## config.mk

```make
export PLATFORM = sky130hd
export DESIGN_NAME = vga_out_stage_flat
export DESIGN_NICKNAME = d
export VERILOG_FILES = /design/src/rtl/vga_out_pkg.sv /design/src/rtl/vga_out_stage_if.sv /design/src/rtl/vga_delay_line.sv /design/src/rtl/vga_out_stage.sv /design/src/flat_wrapper.sv
export SDC_FILE = /design/constraint.sdc
export NUM_CORES = 1
export LEC_CHECK = 0
export ABC_AREA = 1
export CAP_MARGIN = 40
export CORE_ASPECT_RATIO = 1.5
export CORE_MARGIN = 5
export CORE_UTILIZATION = 46
export DETAILED_ROUTE_END_ITERATION = 12
export PLACE_DENSITY = 0.77
export REMOVE_ABC_BUFFERS = 1
export SLEW_MARGIN = 40
export SYNTH_ARGS = -nofsm -noshare
export SYNTH_HDL_FRONTEND = slang
export SYNTH_SLANG_ARGS = --single-unit
```

## constraint.sdc

```tcl
create_clock -name VGA_CLK -period 1.85 [get_ports VGA_CLK]
set_input_delay 0.4625 -clock VGA_CLK [delete_from_list [all_inputs] [get_ports VGA_CLK]]
set_output_delay 0.4625 -clock VGA_CLK [all_outputs]
set_load 0.05 [all_outputs]
```

## src/rtl/vga_out_pkg.sv

```systemverilog
// vga_out_pkg: mode encodings, colour-bar table and CRC constants for the VGA output stage
package vga_out_pkg;
    localparam logic [1:0] MODE_PASS   = 2'd0;
    localparam logic [1:0] MODE_BORDER = 2'd1;
    localparam logic [1:0] MODE_BARS   = 2'd2;
    localparam logic [1:0] MODE_SOLID  = 2'd3;
    // {R,G,B} masks; index 0 is the leftmost bar (white) through 7 (black)
    localparam logic [7:0][2:0] BAR_RGB = {3'b000, 3'b001, 3'b100, 3'b101,
                                           3'b010, 3'b011, 3'b110, 3'b111};
    localparam logic [15:0] CRC_POLY = 16'h1021;
    localparam logic [15:0] CRC_INIT = 16'hFFFF;
endpackage

```

## src/rtl/vga_out_stage_if.sv

```systemverilog
// vga_out_stage_if: pixel/timing bus from the timing generator and pixel source into the output stage
interface vga_out_stage_if #(
    parameter int COLOR_W = 4,
    parameter int X_W     = 10,
    parameter int Y_W     = 9
);
    logic               SYNC_COLOR;
    logic               iHS;
    logic               iVS;
    logic [X_W-1:0]     Current_X;
    logic [Y_W-1:0]     Current_Y;
    logic [COLOR_W-1:0] iVGA_R;
    logic [COLOR_W-1:0] iVGA_G;
    logic [COLOR_W-1:0] iVGA_B;
    modport master (output SYNC_COLOR, iHS, iVS, Current_X, Current_Y, iVGA_R, iVGA_G, iVGA_B);
    modport slave  (input  SYNC_COLOR, iHS, iVS, Current_X, Current_Y, iVGA_R, iVGA_G, iVGA_B);
endinterface

```

## src/rtl/vga_delay_line.sv

```systemverilog
// vga_delay_line: DEPTH-stage shift register with async active-low reset to RST_VAL
module vga_delay_line #(
    parameter int             W       = 1,
    parameter int             DEPTH   = 1,
    parameter logic [W-1:0]   RST_VAL = '0
) (
    input  logic         VGA_CLK,
    input  logic         RESET,
    input  logic [W-1:0] i_d,
    output logic [W-1:0] o_q
);
    logic [DEPTH-1:0][W-1:0] r_sr;
    // shift one stage per clock; reset flushes every stage to the idle value
    always_ff @(posedge VGA_CLK or negedge RESET) begin
        if (!RESET) begin
            r_sr <= {DEPTH{RST_VAL}};
        end else begin
            for (int i = DEPTH - 1; i > 0; i--) r_sr[i] <= r_sr[i-1];
            r_sr[0] <= i_d;
        end
    end
    assign o_q = r_sr[DEPTH-1];
endmodule

```

## src/rtl/vga_out_stage.sv

```systemverilog
// vga_out_stage: visible-window gating, test patterns and aligned sync delay; VGA_OUT_CRC_EN adds a per-frame output CRC
module vga_out_stage import vga_out_pkg::*; #(
    parameter int COLOR_W    = 4,
    parameter int X_W        = 10,
    parameter int Y_W        = 9,
    parameter int X_START    = 1,
    parameter int Y_START    = 1,
    parameter int H_ACTIVE   = 640,
    parameter int V_ACTIVE   = 480,
    parameter int PIPE_DEPTH = 2,
    parameter bit SYNC_POL   = 1'b0
) (
    input  logic               VGA_CLK,
    input  logic               RESET,
    vga_out_stage_if.slave     pix,
    input  logic [1:0]         MODE,
    output logic [COLOR_W-1:0] oVGA_R,
    output logic [COLOR_W-1:0] oVGA_G,
    output logic [COLOR_W-1:0] oVGA_B,
    output logic               oHS,
    output logic               oVS,
    output logic               oDE,
    output logic [7:0]         oFRAME_CNT,
    output logic [15:0]        oCRC
);
    localparam int BAR_W = H_ACTIVE / 8;
    localparam int CNT_W = BAR_W > 1 ? $clog2(BAR_W) : 1;
    localparam int X_END = X_START + H_ACTIVE - 1;
    localparam int Y_END = Y_START + V_ACTIVE - 1;
    localparam int DW    = 3 * COLOR_W;
    localparam logic [COLOR_W-1:0] MID = COLOR_W'(1) << (COLOR_W - 1);

    logic             w_vis;
    logic             w_vs_act;
    logic             w_frame_start;
    logic             w_border;
    logic [2:0]       w_bar_mask;
    logic [DW-1:0]    w_in_rgb;
    logic [DW-1:0]    w_bar_rgb;
    logic [DW-1:0]    w_s1_rgb;
    logic [DW-1:0]    w_out_rgb;
    logic             r_vs_act;
    logic [1:0]       r_mode;
    logic [CNT_W-1:0] r_col_cnt;
    logic [2:0]       r_bar_idx;

    assign w_vis = pix.SYNC_COLOR && pix.Current_X >= X_W'(X_START) && pix.Current_Y >= Y_W'(Y_START);
    assign w_vs_act = pix.iVS == SYNC_POL;
    assign w_frame_start = w_vs_act && !r_vs_act;
    assign w_border = pix.Current_X == X_W'(X_START) || pix.Current_X == X_W'(X_END)
                   || pix.Current_Y == Y_W'(Y_START) || pix.Current_Y == Y_W'(Y_END);
    assign w_in_rgb = {pix.iVGA_R, pix.iVGA_G, pix.iVGA_B};
    assign w_bar_mask = BAR_RGB[r_bar_idx];
    assign w_bar_rgb = {{COLOR_W{w_bar_mask[2]}}, {COLOR_W{w_bar_mask[1]}}, {COLOR_W{w_bar_mask[0]}}};

    // frame-start edge history (starts "active" so a sync already asserted at reset is not a frame start),
    // mode latch and debug frame counter
    always_ff @(posedge VGA_CLK or negedge RESET) begin
        if (!RESET) begin
            r_vs_act   <= 1'b1;
            r_mode     <= MODE_PASS;
            oFRAME_CNT <= '0;
        end else begin
            r_vs_act <= w_vs_act;
            if (w_frame_start) begin
                r_mode     <= MODE;
                oFRAME_CNT <= oFRAME_CNT + 8'd1;
            end
        end
    end

    // bar position tracking; cleared whenever blanked so every line starts at bar 0
    always_ff @(posedge VGA_CLK or negedge RESET) begin
        if (!RESET) begin
            r_col_cnt <= '0;
            r_bar_idx <= '0;
        end else if (!w_vis) begin
            r_col_cnt <= '0;
            r_bar_idx <= '0;
        end else if (r_col_cnt == CNT_W'(BAR_W - 1)) begin
            r_col_cnt <= '0;
            r_bar_idx <= r_bar_idx == 3'd7 ? 3'd7 : r_bar_idx + 3'd1;
        end else begin
            r_col_cnt <= r_col_cnt + 1'b1;
        end
    end

    // stage-1 pattern select, forced to black outside the visible window
    always_comb begin
        w_s1_rgb = r_mode == MODE_BORDER ? (w_border ? '1 : w_in_rgb)
                 : r_mode == MODE_BARS   ? w_bar_rgb
                 : r_mode == MODE_SOLID  ? {3{MID}}
                 : w_in_rgb;
        w_s1_rgb = w_vis ? w_s1_rgb : '0;
    end

    vga_delay_line #(.W(DW), .DEPTH(PIPE_DEPTH), .RST_VAL('0)) u_rgb_dly (
        .VGA_CLK (VGA_CLK),
        .RESET   (RESET),
        .i_d     (w_s1_rgb),
        .o_q     (w_out_rgb)
    );

    vga_delay_line #(.W(3), .DEPTH(PIPE_DEPTH), .RST_VAL({~SYNC_POL, ~SYNC_POL, 1'b0})) u_sync_dly (
        .VGA_CLK (VGA_CLK),
        .RESET   (RESET),
        .i_d     ({pix.iHS, pix.iVS, w_vis}),
        .o_q     ({oHS, oVS, oDE})
    );

    assign {oVGA_R, oVGA_G, oVGA_B} = w_out_rgb;

`ifdef VGA_OUT_CRC_EN
    logic        r_ovs_act;
    logic [15:0] r_crc;

    function automatic logic [15:0] crc_step(input logic [15:0] c, input logic [DW-1:0] d);
        for (int i = DW - 1; i >= 0; i--) c = (c[15] ^ d[i]) ? ((c << 1) ^ CRC_POLY) : (c << 1);
        return c;
    endfunction

    // CRC over displayed pixels, published and restarted on each output-side frame start
    always_ff @(posedge VGA_CLK or negedge RESET) begin
        if (!RESET) begin
            r_ovs_act <= 1'b1;
            r_crc     <= CRC_INIT;
            oCRC      <= '0;
        end else begin
            r_ovs_act <= oVS == SYNC_POL;
            if (oVS == SYNC_POL && !r_ovs_act) begin
                oCRC  <= r_crc;
                r_crc <= CRC_INIT;
            end else if (oDE) begin
                r_crc <= crc_step(r_crc, w_out_rgb);
            end
        end
    end
`else
    assign oCRC = 16'h0000;
`endif
endmodule

```

## src/flat_wrapper.sv

```systemverilog
// flat-port wrapper written by rule: the top's interface ports become plain ports
module vga_out_stage_flat import vga_out_pkg::*;
#(
    parameter int COLOR_W    = 4,
    parameter int X_W        = 10,
    parameter int Y_W        = 9,
    parameter int X_START    = 1,
    parameter int Y_START    = 1,
    parameter int H_ACTIVE   = 640,
    parameter int V_ACTIVE   = 480,
    parameter int PIPE_DEPTH = 2,
    parameter bit SYNC_POL   = 1'b0
)
  (VGA_CLK, RESET, MODE, oVGA_R, oVGA_G, oVGA_B, oHS, oVS, oDE, oFRAME_CNT, oCRC, pix_SYNC_COLOR, pix_iHS, pix_iVS, pix_Current_X, pix_Current_Y, pix_iVGA_R, pix_iVGA_G, pix_iVGA_B);
  vga_out_stage_if #(.COLOR_W(COLOR_W), .X_W(X_W), .Y_W(Y_W)) pix_i ();
  input  logic VGA_CLK;
  input  logic RESET;
  input  logic [1:0] MODE;
  output logic [COLOR_W-1:0] oVGA_R;
  output logic [COLOR_W-1:0] oVGA_G;
  output logic [COLOR_W-1:0] oVGA_B;
  output logic oHS;
  output logic oVS;
  output logic oDE;
  output logic [7:0] oFRAME_CNT;
  output logic [15:0] oCRC;
  input wire logic [$bits(pix_i.SYNC_COLOR)-1:0] pix_SYNC_COLOR;
  input wire logic [$bits(pix_i.iHS)-1:0] pix_iHS;
  input wire logic [$bits(pix_i.iVS)-1:0] pix_iVS;
  input wire logic [$bits(pix_i.Current_X)-1:0] pix_Current_X;
  input wire logic [$bits(pix_i.Current_Y)-1:0] pix_Current_Y;
  input wire logic [$bits(pix_i.iVGA_R)-1:0] pix_iVGA_R;
  input wire logic [$bits(pix_i.iVGA_G)-1:0] pix_iVGA_G;
  input wire logic [$bits(pix_i.iVGA_B)-1:0] pix_iVGA_B;
  assign pix_i.SYNC_COLOR = pix_SYNC_COLOR;
  assign pix_i.iHS = pix_iHS;
  assign pix_i.iVS = pix_iVS;
  assign pix_i.Current_X = pix_Current_X;
  assign pix_i.Current_Y = pix_Current_Y;
  assign pix_i.iVGA_R = pix_iVGA_R;
  assign pix_i.iVGA_G = pix_iVGA_G;
  assign pix_i.iVGA_B = pix_iVGA_B;
  vga_out_stage #(.COLOR_W(COLOR_W), .X_W(X_W), .Y_W(Y_W), .X_START(X_START), .Y_START(Y_START), .H_ACTIVE(H_ACTIVE), .V_ACTIVE(V_ACTIVE), .PIPE_DEPTH(PIPE_DEPTH), .SYNC_POL(SYNC_POL)) u_core (.VGA_CLK(VGA_CLK), .RESET(RESET), .pix(pix_i), .MODE(MODE), .oVGA_R(oVGA_R), .oVGA_G(oVGA_G), .oVGA_B(oVGA_B), .oHS(oHS), .oVS(oVS), .oDE(oDE), .oFRAME_CNT(oFRAME_CNT), .oCRC(oCRC));
endmodule
```

After elaboration in Yosys (flattened, before gate mapping):

Memory sizes are Yosys's and may differ from the RTL's.
Index checks and enable logic that the tools add are counted.

* word-level logic and storage cells: 45
* memories kept: 1
* output and inout bits: 39
* bits in read-only memories: 24
* flip-flop bits (word level): 51
* input bits: 38

* mux-type cells: 11
* eq/ne operators: 10
* reduce and logical (&&, ||, !) cells: 7
* bitwise operators: 1
* magnitude comparators: 3
* add/sub/neg operators: 3

Memory list
* (no name shown): depth 8, width 3, read ports 1, clocked after Yosys merged registers in 0, write ports 0, RTL line vga_out_stage.sv:53 `assign w_bar_mask = BAR_RGB[r_bar_idx];`

Operators with widths (number)
* $mux W12: 5
* $mux W7: 2
* $mux W3: 4
* $eq A10 B1 Y1 const B: 1
* $eq A10 B10 Y1 const B: 1
* $ge A10 B1 Y1 const B: 1
* $eq A9 B1 Y1 const B: 1
* $eq A9 B9 Y1 const B: 1
* $ge A9 B1 Y1 const B: 1
* $add A8 B1 Y8 const B: 1
* $add A7 B1 Y7 const B: 1
* $eq A7 B7 Y1 const B: 1
* $eq A2 B2 Y1 const B: 2
* $lt A3 B4 Y1 const B: 1
* $add A3 B1 Y3 const B: 1
* $eq A3 B3 Y1 const B: 1
* $logic_and A1 B1 Y1: 3
* $logic_or A1 B1 Y1: 3
* $eq A2 B1 Y1 const B: 1
* $ne A2 B2 Y1 const B: 1
* $logic_not A1 Y1: 1
* $not A1 Y1: 1

Logic depth before layout (Yosys ltp):

* depth in word-level cells: 7
* depth in mapped cells: 9

Modules after synthesis:

A second synthesis with hierarchy kept.

* cells, all modules: 286
* area, all modules: 2541.2 um2

Modules (own cells, without submodules)
* vga_out_stage: area each 1672.9 um2, instances 1, cells an instance 241
* vga_delay_line at u_core.u_rgb_dly: area each 690.7 um2, instances 1, cells an instance 36
* vga_delay_line at u_core.u_sync_dly: area each 177.7 um2, instances 1, cells an instance 9

Least setup slack after synthesis:

Ideal clock, no wire load.

* path kind: register to register
* start: register u_core.oFRAME_CNT[2]
* end: register u_core.oFRAME_CNT[7]
* cell stages (with the launch flop): 6
* setup time: 0.125 ns
* slack: 0.381 ns
* period minus slack after synthesis: 1.469 ns
* arrival: 1.344 ns
* cell sequence: dfrtp_1 -> nand2_1 -> nand3b_1 -> nor2_1 -> nand3_1 -> xor2_1

* word-level cells in the longest chain between the ends: 1

RTL lines
* from (decl): RTL line vga_out_stage.sv:23 `output logic [7:0] oFRAME_CNT,`
* from (signal assigned): RTL line vga_out_stage.sv:67 `oFRAME_CNT <= oFRAME_CNT + 8'd1;`
* $add A8 B1 Y8: RTL line vga_out_stage.sv:67

No other way between the ends.
A chain may end at the register's enable or synchronous reset.

Final worst setup path:

* start: input pix_Current_Y[8]
* end: register u_core.r_col_cnt[0]

* word-level cells in the longest chain between the ends: 3

RTL lines
* from (decl): RTL line flat_wrapper.sv:31 `input wire logic [$bits(pix_i.Current_Y)-1:0] pix_Current_Y;`
* $ge A9 B1 Y1: RTL line vga_out_stage.sv:47 `assign w_vis = pix.SYNC_COLOR && pix.Current_X >= X_W'(X_START) && pix.Current_Y >= Y_W'(Y_START);`
* $logic_and A1 B1 Y1: RTL line vga_out_stage.sv:47
* $mux W7: RTL line vga_out_stage.sv:77 `end else if (!w_vis) begin`
* to (signal assigned): RTL line vga_out_stage.sv:84 `r_col_cnt <= r_col_cnt + 1'b1;`
* to (decl): RTL line vga_out_stage.sv:44 `logic [CNT_W-1:0] r_col_cnt;`

No other way between the ends.

==> results.json <==
{
  "rr_startpoint": "u_core.r_col_cnt[0]$_DFF_PN0_",
  "die_w_microns": 69.9,
  "postCtsSetupBuffers": 0,
  "rr_worst_depth": 8,
  "placed_area_sq_mm": 0.00304,
  "insertion_delay_ns": 0.29,
  "cp-end-kind": "register",
  "synth_compound_area_share_pct": 6.16,
  "dr.pass1.iters": 4,
  "start_util_pct": 47.6,
  "stdcell_area_sq_mm": 0.00316,
  "synthFlopType": "dfrtp_1",
  "critPathRequiredTime_ns": 2.06,
  "wirelength_mm": 4.32,
  "cp_max_fo": 11,
  "grt_max_degree": 52,
  "numCtsBuffers": 5,
  "nets": 375,
  "grt_pass1_vias": 1765,
  "post-route-util_pct": 60.7,
  "synth-edff-count": 0,
  "synth_top_family_by_area": "simple AND/OR/NAND/NOR gates",
  "first_iter_violations": 69,
  "final_layout_size_suffix_gt1_share_pct": 21.2,
  "vias_per_cell": 4.63,
  "drc": 0,
  "slew_viol_final": 0,
  "core_sq_mm": 0.00520,
  "wl_per_cell_microns": 10.7,
  "ys_ff_latch": 51,
  "num_vias": 1867,
  "cts.sinks": 51,
  "p_per_area_mw_per_mm2": 990,
  "synthAdderAreaFrac_pct": 1.52,
  "syn_inst": 273,
  "cap_viol_max_count": 0,
  "clock-root-buffer": "clkbuf_8",
  "die_y_microns": 99.9,
  "clockBufferDepth": 2,
  "grt_pass1_wl_mm": 7.25,
  "crit_type": "input pin to register",
  "syn-mean-instance-area_sq_um": 9.07,
  "ant_nets": 0,
  "synthSimpleGateAreaFrac_pct": 22.3,
  "ys_warn_count": 0,
  "min_period_ns": 1.65,
  "finalHoldViolCount": 0,
  "status": "complete, no violations",
  "fillers": 465,
  "rsz0062_at_grt": "no",
  "io_buffers": 60,
  "critical_path_arrival_ns": 1.87,
  "grt_overflow": 0,
  "skew_ns": 0.00318,
  "cts_tree": "done",
  "ys_types": 28,
  "n_antenna_cell": 0,
  "fmax_ghz": 0.604,
  "ys_seq_area_share_pct": 51.8,
  "max-vdd-ir-drop_mv": 0.406,
  "finalCritPeriodShare_pct": 89.4,
  "area_growth_pct": 27.6,
  "rows": 32,
  "syn_area_sq_mm": 0.00248,
  "leakage_uw": 0.00154,
  "antenna_found_initial": 0,
  "r2r_setup_slack_ns": 0.42,
  "track_usage_pct": 12.9,
  "pin_count": 77,
  "hold_class": "input pin to async pin",
  "fin_setup_tns_ns": 0,
  "yosys-top-cells-area": "dfrtp_1, buf_4, nor2_1",
  "synth_top_area_share_pct": 46.5,
  "cts_resized": 0,
  "synthXorXnorAreaFrac_pct": 3.18,
  "htree_num_levels": 2,
  "start_kind": "input pin",
  "synthDominantAreaCellType": "dfrtp_1",
  "finalSetupViolCount": 0,
  "muxShareOfSynthArea_pct": 0.455,
  "hold_buffers": 0,
  "dp_hpwl_mm": 3.44,
  "path_clk_slew_ns": 0.09,
  "dieArea_sq_mm": 0.00698,
  "rr_endpoint": "u_core.r_bar_idx[0]$_DFFE_PN0P_",
  "async_flop_share_pct": 100,
  "gp_congestion": 0.833
}
per-layer routing:
metal	part of all wire, %	up-vias	global-route usage [%]
met5	0	-	0
met4	3.1	0	6.64
met3	9.1	9	4.41
met2	52	62	22.8
met1	36	869	13.3
li1	-	927	-
per-stage QoR:
step | cells | total power [uW] | hold slack [ns] | setup WS [ns]
finish | 403 | 3130 | 0.127 | 0.196
CTS | 403 | 3170 | 0.138 | 0.0880
global route | 403 | 3290 | 0.144 | 0.0508
floorplan | 255 | 2020 | 0.167 | 0.368
detailed placement | 395 | 2390 | 0.336 | -0.229
global placement | 395 | 2370 | 0.333 | -0.198
state kept, by name (all words and copies together), names as in the netlist:
signal                  count
u_core.u_sync_dly.o_q       3
u_core.oFRAME_CNT           8
u_core.u_rgb_dly.o_q       12
u_core.u_rgb_dly.r_sr      12
u_core.r_col_cnt            7
u_core.u_sync_dly.r_sr      3
u_core.r_mode               2
u_core.r_bar_idx            3
u_core.r_vs_act             1
worst max-delay path by stage:
stage	slack, ns	depth (start not counted)	start	end
after floorplan	0.37	5	pix_Current_X[1]	u_core.r_bar_idx[0]$_DFFE_PN0P_
after global placement	-0.20	8	pix_Current_X[3]	u_core.u_rgb_dly.r_sr[0]$_DFF_PN0_
after detailed placement	-0.23	8	pix_Current_Y[8]	u_core.u_rgb_dly.r_sr[11]$_DFF_PN0_
after CTS	0.09	8	pix_Current_Y[8]	u_core.u_rgb_dly.r_sr[11]$_DFF_PN0_
after global routing	0.05	9	pix_Current_Y[8]	u_core.r_col_cnt[0]$_DFF_PN0_
final	0.20	9	pix_Current_Y[8]	u_core.r_col_cnt[0]$_DFF_PN0_
power breakdown:
part | total [uW] | switching (uW) | internal, uW
clock network | 773 | 336 | 437
registers | 1370 | 104 | 1260
logic | 991 | 651 | 340
Yosys cell counts (4+ instances only):
library cell and n:
buf_4 29, o21ai_0 6, nand2_1 37, inv_1 24, dfrtp_1 46, nor2_1 53, a21oi_2 10, dfstp_2 5
xor2_1 5, a21oi_1 4, nand3_1 21, xnor2_1 4, nor3_1 4
cells in the final DEF (no fill, tap or decap), drive strengths merged:
cell type,n
nor3,4
nor2,59
o21ai,6
dfstp,5
buf,36
nand3,22
clkbuf,6
clkdlybuf4s50,36
mux2,1
conb,16
xnor2,4
a21oi,14
inv,27
or2,1
nand2,37
nand3b,1
o22ai,1
xor2,5
clkinv,1
nand4,2
bufinv,1
ha,3
dfrtp,46
a31o,1
cell type report:
cell class,instances,area [sq um],area share (%)
Sequential cell,51,1280,40.6
Multi-Input combinational cell,177,897,28.4
Timing Repair Buffer,72,678,21.4
Inverter,27,101,3.21
Tap cell,68,85.1,2.69
Clock buffer,6,82.6,2.61
Clock inverter,2,35.0,1.11
logic make-up after synthesis:
family	Yosys count
compound gates	22
xor+xnor	9
fa+ha+maj	3
buf+inv	60
flops	51
mux	1
other cells	1
simple gates	126
critical path, cell delays in order:
cell             delay, ns
clkdlybuf4s50_1       0.48
inv_1                 0.04
nand3_1               0.09
buf_4                 0.11
nor2_1                0.04
nor2_2                0.21
nand2_1               0.14
buf_12                0.16
nor3_1                0.14
(Power assumes the default switching activity.)
